==> config.mk <==
export PLATFORM = sky130hd
export DESIGN_NAME = el2_dec_trigger_csr
export DESIGN_NICKNAME = d
export VERILOG_FILES = /design/src/rtl/el2_dec_trigger_csr_pkg.sv /design/src/rtl/el2_trigger_csr_entry.sv /design/src/rtl/el2_dec_trigger_csr.sv
export SDC_FILE = /design/constraint.sdc
export NUM_CORES = 1
export LEC_CHECK = 0
export BUFFER_PORTS_ARGS = -buffer_cell sky130_fd_sc_hd__buf_2
export CAP_MARGIN = 0
export CORE_UTILIZATION = 50
export CTS_CLUSTER_SIZE = 30
export DETAILED_ROUTE_END_ITERATION = 8
export PLACE_DENSITY = 0.79
export SLEW_MARGIN = 10
export SYNTH_ARGS = -nofsm -noshare
export SYNTH_HDL_FRONTEND = slang
export SYNTH_SLANG_ARGS = --single-unit
==> constraint.sdc <==
create_clock -name clk -period 3.4 [get_ports clk]
set_input_delay 1.02 -clock clk [delete_from_list [all_inputs] [get_ports clk]]
set_output_delay 1.02 -clock clk [all_outputs]
set_load 0.1 [all_outputs]
==> src/rtl/el2_dec_trigger_csr_pkg.sv <==
// Shared trigger packet type, trigger CSR addresses and mcontrol field layout.
// Chain support is compiled in with RV_TRIGGER_CHAIN_EN.
package el2_dec_trigger_csr_pkg;

    typedef struct packed {
        logic        select;
        logic        match;
        logic        store;
        logic        load;
        logic        execute;
        logic        m;
        logic [31:0] tdata2;
    } el2_trigger_pkt_t;

    localparam logic [11:0] CSR_TSELECT = 12'h7A0;
    localparam logic [11:0] CSR_TDATA1  = 12'h7A1;
    localparam logic [11:0] CSR_TDATA2  = 12'h7A2;

    // mcontrol bit positions (multi-bit fields give their low bit)
    localparam int MC_LOAD    = 0;
    localparam int MC_STORE   = 1;
    localparam int MC_EXECUTE = 2;
    localparam int MC_M       = 6;
    localparam int MC_MATCH   = 7;
    localparam int MC_CHAIN   = 11;
    localparam int MC_ACTION  = 12;
    localparam int MC_SELECT  = 19;
    localparam int MC_HIT     = 20;
    localparam int MC_DMODE   = 27;

    localparam logic [3:0] MCONTROL_TYPE = 4'h2;
    localparam logic [5:0] MAXMASK       = 6'h1F;

`ifdef RV_TRIGGER_CHAIN_EN
    localparam bit CHAIN_EN = 1'b1;
`else
    localparam bit CHAIN_EN = 1'b0;
`endif

endpackage

==> src/rtl/el2_trigger_csr_entry.sv <==
// One trigger slot: tdata1/tdata2 registers with write lock and legalisation, sticky hit, packet.
// Writes land next cycle; packet and readback are combinational; no backpressure.
module el2_trigger_csr_entry
    import el2_dec_trigger_csr_pkg::*;
#(
    parameter bit CHAIN_WRITABLE = 1'b0
) (
    input  logic             clk,
    input  logic             rst_l,
    input  logic             dbg_mode,
    input  logic             wr_tdata1,
    input  logic             wr_tdata2,
    input  logic [31:0]      wdata,
    input  logic             hit_set,
    output logic [31:0]      tdata1,
    output logic [31:0]      tdata2,
    output el2_trigger_pkt_t pkt,
    output logic             action,
    output logic             chain
);

    logic dmode, hit, select, match, m, execute, store, load;
    logic lock, new_dmode;

    // A debugger-owned trigger cannot be rewritten from machine mode
    assign lock      = dmode & ~dbg_mode;
    assign new_dmode = wdata[MC_DMODE] & dbg_mode;

    always_ff @(posedge clk or negedge rst_l) begin
        if (!rst_l) begin
            dmode   <= 1'b0;
            action  <= 1'b0;
            hit     <= 1'b0;
            select  <= 1'b0;
            chain   <= 1'b0;
            match   <= 1'b0;
            m       <= 1'b0;
            execute <= 1'b0;
            store   <= 1'b0;
            load    <= 1'b0;
            tdata2  <= 32'h0;
        end else begin
            if (wr_tdata1 && !lock) begin
                dmode   <= new_dmode;
                action  <= new_dmode & (wdata[MC_ACTION+3:MC_ACTION] == 4'h1);
                hit     <= wdata[MC_HIT] | hit_set;
                select  <= wdata[MC_SELECT];
                chain   <= CHAIN_EN & CHAIN_WRITABLE & wdata[MC_CHAIN];
                match   <= (wdata[MC_MATCH+3:MC_MATCH+1] == 3'b000) & wdata[MC_MATCH];
                m       <= wdata[MC_M];
                execute <= wdata[MC_EXECUTE];
                store   <= wdata[MC_STORE];
                load    <= wdata[MC_LOAD];
            end else if (hit_set) begin
                hit <= 1'b1;
            end
            if (wr_tdata2 && !lock) begin
                tdata2 <= wdata;
            end
        end
    end

    assign tdata1 = {MCONTROL_TYPE, dmode, MAXMASK, hit, select, 1'b0, 2'b00,
                     {3'b000, action}, chain, 3'b000, match, m, 1'b0, 1'b0, 1'b0,
                     execute, store, load};

    assign pkt.select  = select;
    assign pkt.match   = match;
    assign pkt.store   = store & m & ~dbg_mode;
    assign pkt.load    = load & m & ~dbg_mode;
    assign pkt.execute = execute & m & ~dbg_mode;
    assign pkt.m       = m;
    assign pkt.tdata2  = tdata2;

endmodule

==> src/rtl/el2_dec_trigger_csr.sv <==
// Trigger CSR bank and hit handler (chain pairing with RV_TRIGGER_CHAIN_EN).
// match_m -> hit/exception/halt one cycle later; CSR writes visible next cycle; no backpressure.
module el2_dec_trigger_csr
    import el2_dec_trigger_csr_pkg::*;
#(
    parameter int          NUM_TRIGGERS = 4,
    parameter logic [11:0] TSELECT_ADDR = CSR_TSELECT
) (
    input  logic                    clk,
    input  logic                    rst_l,
    input  logic                    dbg_mode,
    input  logic                    csr_wen,
    input  logic [11:0]             csr_waddr,
    input  logic [31:0]             csr_wdata,
    input  logic [11:0]             csr_raddr,
    output logic [31:0]             csr_rdata,
    input  logic [NUM_TRIGGERS-1:0] lsu_trigger_match_m,
    input  logic                    flush_m,
    input  logic                    i0_valid_r,
    input  logic                    flush_r,
    input  logic                    dbg_halt_ack,
    output el2_trigger_pkt_t        trigger_pkt_any [NUM_TRIGGERS],
    output logic [NUM_TRIGGERS-1:0] trigger_hit_r,
    output logic                    trigger_exc_r,
    output logic                    trigger_dbg_halt_req
);

    localparam int          SEL_W       = (NUM_TRIGGERS > 1) ? $clog2(NUM_TRIGGERS) : 1;
    localparam logic [11:0] TDATA1_ADDR = TSELECT_ADDR + 12'd1;
    localparam logic [11:0] TDATA2_ADDR = TSELECT_ADDR + 12'd2;

    logic [SEL_W-1:0]        tselect;
    logic [NUM_TRIGGERS-1:0] match_r, chain_qual, action, chain;
    logic [31:0]             tdata1_all [NUM_TRIGGERS];
    logic [31:0]             tdata2_all [NUM_TRIGGERS];
    logic                    halt_q, halt_set;

    always_ff @(posedge clk or negedge rst_l) begin
        if (!rst_l) begin
            tselect <= '0;
        end else if (csr_wen && csr_waddr == TSELECT_ADDR && csr_wdata[31:SEL_W] == '0) begin
            tselect <= csr_wdata[SEL_W-1:0];
        end
    end

    for (genvar i = 0; i < NUM_TRIGGERS; i++) begin : g_entry
        logic wr1, wr2;
        assign wr1 = csr_wen & (csr_waddr == TDATA1_ADDR) & (tselect == SEL_W'(i));
        assign wr2 = csr_wen & (csr_waddr == TDATA2_ADDR) & (tselect == SEL_W'(i));

        el2_trigger_csr_entry #(
            .CHAIN_WRITABLE((i % 2 == 0) && (i + 1 < NUM_TRIGGERS))
        ) u_entry (
            .clk       (clk),
            .rst_l     (rst_l),
            .dbg_mode  (dbg_mode),
            .wr_tdata1 (wr1),
            .wr_tdata2 (wr2),
            .wdata     (csr_wdata),
            .hit_set   (trigger_hit_r[i]),
            .tdata1    (tdata1_all[i]),
            .tdata2    (tdata2_all[i]),
            .pkt       (trigger_pkt_any[i]),
            .action    (action[i]),
            .chain     (chain[i])
        );

        // A chained pair only hits when both halves matched the same access
        localparam int LEAD = i - (i % 2);
        if (LEAD + 1 < NUM_TRIGGERS) begin : g_pair
            assign chain_qual[i] = ~chain[LEAD] | (match_r[LEAD] & match_r[LEAD+1]);
        end else begin : g_single
            assign chain_qual[i] = 1'b1;
        end
    end

    always_ff @(posedge clk or negedge rst_l) begin
        if (!rst_l) begin
            match_r <= '0;
        end else begin
            match_r <= lsu_trigger_match_m & {NUM_TRIGGERS{~flush_m}};
        end
    end

    assign trigger_hit_r = match_r & {NUM_TRIGGERS{i0_valid_r & ~flush_r}} & chain_qual;
    assign trigger_exc_r = |(trigger_hit_r & ~action);
    assign halt_set      = |(trigger_hit_r & action);

    // Request is visible in the hit cycle and held until the debugger acknowledges
    always_ff @(posedge clk or negedge rst_l) begin
        if (!rst_l) begin
            halt_q <= 1'b0;
        end else if (dbg_halt_ack) begin
            halt_q <= 1'b0;
        end else if (halt_set) begin
            halt_q <= 1'b1;
        end
    end

    assign trigger_dbg_halt_req = halt_q | halt_set;

    always_comb begin
        csr_rdata = 32'h0;
        if (csr_raddr == TSELECT_ADDR) begin
            csr_rdata = 32'(tselect);
        end else if (csr_raddr == TDATA1_ADDR) begin
            csr_rdata = tdata1_all[tselect];
        end else if (csr_raddr == TDATA2_ADDR) begin
            csr_rdata = tdata2_all[tselect];
        end
    end

endmodule
* After elaboration in Yosys (flattened, before gate mapping) *
Index checks and enable logic that the tools add are counted.
W data, S select, Z words.

storage, ports and cells
  bits in registers = 171
  logic and storage cells = 153

cells by class
  order comparisons = 1
  eq/ne operators = 10
  multiplexer cells = 19
  bitwise operators = 56
  reduce and logical (&&, ||, !) cells = 24

operators with widths
  kind                    count
  $mux W32                7
  $bmux W32 S2            2
  $eq A12 B11 Y1 const B  6
  $and A1 B1 Y1           42
  $logic_not A30 Y1       1
  $and A4 B4 Y4           4
  $logic_and A1 B1 Y1     10
  $mux W1                 10
  $reduce_bool A2 Y1      5
  $reduce_or A4 Y1        2
  $or A1 B1 Y1            5
  $eq A2 B2 Y1 const B    2
  $eq A4 B1 Y1 const B    1
  $logic_not A1 Y1        4
  $not A4 Y4              1
  $ge A3 B3 Y1 const B    1
  $logic_not A3 Y1        1
  $not A1 Y1              3
  $not A2 Y3              1
  $eq A2 B1 Y1 const B    1
  $logic_not A2 Y1        1

* Longest topological paths before layout *
Gate-level depths: netlist of run 1.

  depth after elaboration = 7
  mapped depth = 6
  mapped depth without buffers = 4

* Hierarchy *
Synthesis of run 1 repeated with hierarchy kept, for this count alone.

unflattened totals
  cells, all modules = 925
  area total of the unflattened synthesis = 11733.8 µm²

modules (own cells, without submodules)
  module                 instances  cells an instance  area each (µm²)
  el2_trigger_csr_entry  4          167                2264.7
  el2_dec_trigger_csr    1          257                2675.1

* Worst setup path after synthesis of run 1 *
No wires, ideal clock.

  kind = in2out
  start point = input port csr_raddr[3]
  end point = output port csr_rdata[12]
  data arrival time = 4.287 ns
  data required time = 2.380 ns
  setup slack = -1.907 ns
  stages = 5
  path buffers = 1
  cells stage by stage = nor4b_1 > nor4bb_1 > nand3b_1 > clkbuf_1 > o21ai_0

on the way
  word-level cells in the longest chain between the ends = 4
  elaborated cells between the ends (all ways) = 6

ends and longest elaborated chain
  what                RTL line                    RTL
  start: declaration  el2_dec_trigger_csr.sv:15   input logic [11:0] csr_raddr,
  $eq A12 B11 Y1      el2_dec_trigger_csr.sv:108  end else if (csr_raddr == TDATA2_ADDR) begin
  $mux W32            el2_dec_trigger_csr.sv:108
  $mux W32            el2_dec_trigger_csr.sv:106  end else if (csr_raddr == TDATA1_ADDR) begin
  $mux W32 (*)        el2_dec_trigger_csr.sv:104  if (csr_raddr == TSELECT_ADDR) begin
  end: declaration    el2_dec_trigger_csr.sv:16   output logic [31:0] csr_rdata,

Mark *: on every way between the ends. The rest lies on a longest branch, timed or not.

* Worst setup path in the final report of run 1 *
  start point = input port csr_raddr[6]
  end point = output port csr_rdata[4]

Same word-level chain as after synthesis.

==> results of run 1 <==
-- worst max path at each step --
stage	start	to	slack, ns	depth (start not counted)
2_1_floorplan	csr_raddr[3]	csr_rdata[2]	-0.32	4
4_1_cts	csr_raddr[6]	csr_rdata[0]	-0.14	7
3_3_place_gp	csr_raddr[3]	csr_rdata[6]	-0.15	7
3_5_place_dp	csr_raddr[3]	csr_rdata[6]	-0.21	7
6_report	csr_raddr[6]	csr_rdata[4]	-0.17	7
5_1_grt	csr_raddr[6]	csr_rdata[6]	-0.22	8
-- layout make-up --
| class | count | area (µm²) |
|---|---|---|
| repair buffers | 283 | 2123 |
| fillers | 1085 | 4757 |
| multi-input cells | 349 | 4024 |
| flip-flops and latches | 171 | 4284 |
| clock buffers | 18 | 439.2 |
| clock inverters | 14 | 157.7 |
| well taps | 216 | 270.3 |
| inverters | 16 | 60.06 |
-- stage by stage --
step	hold slack, ns	std cells	setup slack, ns	instance area (µm²)	total power, mW
after global placement	0.4660	1030	-0.1521	10580	2.272
final	0.4892	1067	-0.1659	11360	4.201
after floorplan	0.4540	582	-0.3204	8543	2.145
after detailed placement	0.4777	1030	-0.2111	10580	2.280
after CTS	0.4919	1066	-0.1369	11320	4.228
after global routing	0.5077	1067	-0.2194	11360	4.342
-- power breakdown --
group	switching (mW)	leakage, nW	internal [mW]
Combinational	0.142	3.20	0.0578
Clock	0.838	0.290	1.12
Sequential	0.00471	2.36	2.04
Total	0.985	5.85	3.22
-- routing by layer --
| layer | vias up | GRT usage [%] | part of all wire [%] |
|---|---|---|---|
| met1 | 3334 | 37.91 | 42 |
| li1 | 2668 | - | - |
| met3 | 35 | 5.131 | 5.5 |
| met5 | - | 0 | 0 |
| met2 | 262 | 50.21 | 51 |
| met4 | 0 | 11.37 | 2.0 |
-- state kept, by name, summed over array words and instances, names as in the netlist --
register and flops:
g_entry.u_entry.tdata2 128, g_entry.u_entry.action 4, g_entry.u_entry.dmode 4, g_entry.u_entry.execute 4, g_entry.u_entry.hit 4, g_entry.u_entry.load 4
g_entry.u_entry.m 4, g_entry.u_entry.match 4, g_entry.u_entry.select 4, g_entry.u_entry.store 4, match_r 4, tselect 2
halt_q 1
-- repair_timing --
| action | 4_1_cts | 5_1_grt |
|---|---|---|
| cloned | 2 | 1 |
| pin swaps | 5 | 4 |
| setup endpoints to repair | 32 | 32 |
| hold buffers | 0 | 0 |
| buffers inserted | 2 | 0 |
| resized for setup | 17 | 2 |
-- cells in the final DEF (no fill, tap or decap), types with 8 or more instances in the layout --
cell type | synthesis | final
clkbuf_16 | 0 | 18
and3_2 | 0 | 8
mux4_2 | 40 | 40
and2_1 | 18 | 17
nand3_1 | 18 | 11
mux2_4 | 30 | 30
mux2_2 | 129 | 129
nor4_1 | 8 | 8
buf_2 | 9 | 223
buf_4 | 16 | 15
inv_1 | 16 | 16
nor2b_1 | 13 | 12
and3_4 | 0 | 9
dfrtp_1 | 171 | 169
buf_12 | 0 | 39
-- kinds of logic after synthesis --
kind of cell	after synthesis	share of synthesized area, %
AND/OR/NAND/NOR	120	8.962
AO/OA/AOI/OAI	24	1.864
buffers and inverters	62	3.982
flip-flops	171	51.00
multiplexers	205	34.19
==> impl_metrics.ini, run 1 <==
[clocking]
clockRootBuffer = clkbuf_16
clock_path_buffers = 2
cts_inserted_buffers = 17
cts_tree = yes
cts-htree-levels = 4
cts.sink_count = 171
insertion_delay_ns = 0.43
clkSlewWorstSetupHoldPaths_ns = 0.06

[yosys]
synthDominantCellAreaShare_pct = 51.00
yosysWarningCount = 0
yosysSeqAreaShare_pct = 51.00
synth_area_um2 = 8391
synth_common_cells = dfrtp_1 (171), mux2_2 (129), mux4_2 (40), mux2_4 (30), and3_1 (19)
yosysMostFrequentCell = dfrtp_1
ys_seq_elements = 171
synthArstFlopShare_pct = 100.0
yosysTopAreaCell = dfrtp_1
yosysUniqueCellTypes = 46
syn-num-nets = 650
synth_area_leaders = dfrtp_1 (51%), mux2_2 (17%), mux4_2 (11%), mux2_4 (5.4%), buf_4 (1.4%)
synth_enable_flop_cells = 0
syn_inst = 582
synth.avg_cell_area_um2 = 14.42
synth_top_flop_cell = dfrtp_1

[floorplanning]
die_y_um = 131.5
core_um2 = 16120
die_area_um2 = 17300
die_w_um = 131.5
initial_core_util_pct = 52.07
io_pins = 258
rows = 46

[critical_path]
cp_cell_sequence = buf_6 > nand4b_1 > nor4bb_4 > buf_4 > clkbuf_16 > and3_2 > buf_12
cp-start-kind = primary input
cp_slowest_cell = nor4bb_4
end_kind = primary output
path_class = primary input to primary output
path_buf_inv = 4
max_stage_delay_ns = 0.39
worst_path_dominant_cell_family = simple AND/OR/NAND/NOR gates
rrSetupSlack_ns = 0.86
crit_arrival_ns = 2.55
cp_data_required_time_ns = 2.38
rr_endpoint = g_entry[2].u_entry.store$_DFFE_PN0P_
r2r-start = tselect[0]$_DFFE_PN0P_
r2r_cells = 4
critical_path.max_fanout = 8

[sta]
fin_setup_tns_ns = -4.709
drv_slew = 0
min_period_over_period_pct = 104.9
rsz0062_at_grt = true
fin_ws_ns = -0.1659
finClkSkew_ns = 0.01235
slew_headroom_pct = 46.54
final_hold_viol_count = 0
period_needed_ns = 3.566
max_freq_mhz = 280.4
tightestPinTransition_ns = 0.7935
setup_viol = 32

[min_path]
hold_class = flop to flop
min_from = g_entry[0].u_entry.hit$_DFFE_PN0P_
min_to = g_entry[0].u_entry.hit$_DFFE_PN0P_
worstHoldPathCells = 1

[cells_and_area]
fin_util_pct = 70.48
n_antenna_cell = 0
final_nets = 906
drive_gt1_share_pct = 66.39
area_delta_synth_final_pct = 35.37

[power]
power_leakage_nw = 5.850
vdd.ir_drop.worst_mv = 0.3475
powerDensity_nw_per_um2 = 369.9

[global_route]
grt_antenna_before_repair = 0
grt_pass1_wl_mm = 38.97
track_usage_pct = 29.62
grt_pass1_vias = 6585
grt_start_max_net_pins = 86
grt_overflow = 0

[placement]
port_buffers = 257
gp_congestion = 0.8422
dpl.hpwl_mm = 17.43

[run]
drv_cap = 0

[routing]
finalWirelength_mm = 25.08
vias = 6299
vias_per_cell = 5.903
dr.pass1.iters = 5
post_drt_wl_per_cell_um = 23.51
drt_first_iter_violations = 419
drc_errors = 0
ant_nets = 0

[outcome]
violations = setup timing
status = complete, but fails checks
Note: power is estimated with default switching activity, not from simulation.
==> run 2, diff against run 1 <==
CORE_MARGIN = 5   (was not set)
SLEW_MARGIN = 0   (was 10)
clock period = 3.48 ns   (was 3.4 ns; I/O delays follow)
==> impl_metrics.ini, run 2 (synthesized netlist as in run 1, its figures left out) <==
[global_route]
grt_pass1_vias = 6657
grt_antenna_before_repair = 2
grt_overflow = 0
track_usage_pct = 25.92
grt_start_max_net_pins = 70
grt_pass1_wl_mm = 39.22

[sta]
finClkSkew_ns = 0.007820
slew_headroom_pct = 39.68
drv_slew = 0
fin_hold_ws_ns = 0.4911
rsz0062_at_grt = true
max_freq_mhz = 277.9
final_hold_viol_count = 0
period_needed_ns = 3.598
setup_viol = 32
tightestPinTransition_ns = 0.8954
min_period_over_period_pct = 103.4
fin_ws_ns = -0.1180

[power]
power_leakage_nw = 5.830
powerDensity_nw_per_um2 = 361.3
vdd.ir_drop.worst_mv = 0.3432
total_power_mw = 4.128

[placement]
gp_congestion = 0.8349
pre_cts_slack_ns = -0.1635
port_buffers = 257
dpl.hpwl_mm = 17.86
dpl_cell_area_um2 = 10540

[outcome]
status = complete, but fails checks
violations = setup timing

[clocking]
clock_path_buffers = 2
cts.sink_count = 171
insertion_delay_ns = 0.42
cts-htree-levels = 4
ctsHoldBuffers = 0
clockRootBuffer = clkbuf_16
cts_inserted_buffers = 17
clkSlewWorstSetupHoldPaths_ns = 0.06
cts_tree = yes

[floorplanning]
initial_core_util_pct = 50.78
core_um2 = 16520
die_y_um = 139.5
die_area_um2 = 19470
rows = 47
io_pins = 258
die_w_um = 139.5

[routing]
dr.pass1.iters = 7
vias = 6224
drt_first_iter_violations = 332
finalWirelength_mm = 25.66
post_drt_wl_per_cell_um = 24.00
vias_per_cell = 5.822
drc_errors = 0
ant_nets = 0

[cells_and_area]
fin_util_pct = 69.15
fin_area_um2 = 11430
final_cell_mix = buf_2 (221), dfrtp_1 (169), mux2_2 (129)
mostFrequentLayoutCell = buf_2
largest_register = g_entry.u_entry.tdata2
drive_gt1_share_pct = 67.10
regArea_um2 = 4284
n_fill_cell = 1141
area_delta_synth_final_pct = 36.19
largest_reg_flops = 128
multi_input_area_um2 = 4103
final_nets = 905

[critical_path]
rrSetupSlack_ns = 0.98
cp-start-kind = primary input
crit_arrival_ns = 2.55
cp_data_required_time_ns = 2.44
path_class = primary input to primary output
end_kind = primary output
critical_path.max_fanout = 12

[run]
drv_cap = 0

[min_path]
hold_class = flop to flop
## run 2: cell types whose count changed in the layout (fill, tap and decap cells not counted), sizes merged
cell and change:
inv -5, clkinvlp -1, buf -1, bufinv +1
clkinv +1, diode +1, clkbuf +2
## run 2: routing by layer
| metal | GRT usage [%] | part of all wire (%) | vias to the layer above | wire [µm] |
|---|---|---|---|---|
| li1 | - | - | 2664 | - |
| met1 | 33.61 | 40 | 3216 | 10260 |
| met2 | 43.23 | 50 | 286 | 12820 |
| met3 | 5.866 | 6.9 | 56 | 1773 |
| met4 | 9.128 | 3.1 | 2 | 794 |
| met5 | 0 | 0.051 | - | 13 |
## run 2: per-stage QoR
stage                     std cells  setup TNS [ns]
after global routing           1069          -4.290
after detailed placement       1034          -3.110
after floorplan                 582          -2.375
after global placement         1034          -1.256
final                          1069          -2.683
after CTS                      1069          -2.097
## run 2: final timing paths
kind,to,cells past startpoint,startpoint
hold / removal,g_entry[1].u_entry.hit$_DFFE_PN0P_,1,g_entry[1].u_entry.hit$_DFFE_PN0P_
hold reg to reg,g_entry[1].u_entry.hit$_DFFE_PN0P_,1,g_entry[1].u_entry.hit$_DFFE_PN0P_
setup / recovery,csr_rdata[0],7,csr_raddr[4]
min in group asynchronous,g_entry[0].u_entry.tdata2[16]$_DFFE_PN0P_,1,rst_l
max in group asynchronous,g_entry[2].u_entry.tdata2[3]$_DFFE_PN0P_,2,rst_l
setup reg to reg,g_entry[2].u_entry.tdata2[0]$_DFFE_PN0P_,5,tselect[0]$_DFFE_PN0P_
## run 2: power by group
part / switching (mW) / leakage (nW) / internal (mW) / total [mW]
clock network: 0.766 / 0.292 / 1.16 / 1.93
registers: 0.00468 / 2.36 / 1.99 / 2.00
logic: 0.142 / 3.18 / 0.0595 / 0.201
total: 0.912 / 5.83 / 3.22 / 4.13
## run 2: cell type report
class | count | area share (%)
clock inverters | 10 | 1.248
diodes | 1 | 0.02190
well taps | 220 | 2.409
clock buffers | 20 | 3.996
flip-flops and latches | 171 | 37.49
repair buffers | 282 | 18.41
multi-input cells | 349 | 35.90
inverters | 16 | 0.5256
## run 2: timing repair
item                       in CTS  in global routing
gates resized for setup        30                 23
gates cloned                    1                  1
setup endpoints to repair      32                 32
setup buffers                   4                  0
pin swaps                       4                  4
## run 2: worst max-delay path: stages
cell	delay (ns)
buf_6	0.10
nor4b_4	0.28
nor4bb_4	0.36
buf_6	0.20
buf_12	0.15
a21boi_4	0.22
buf_12	0.19
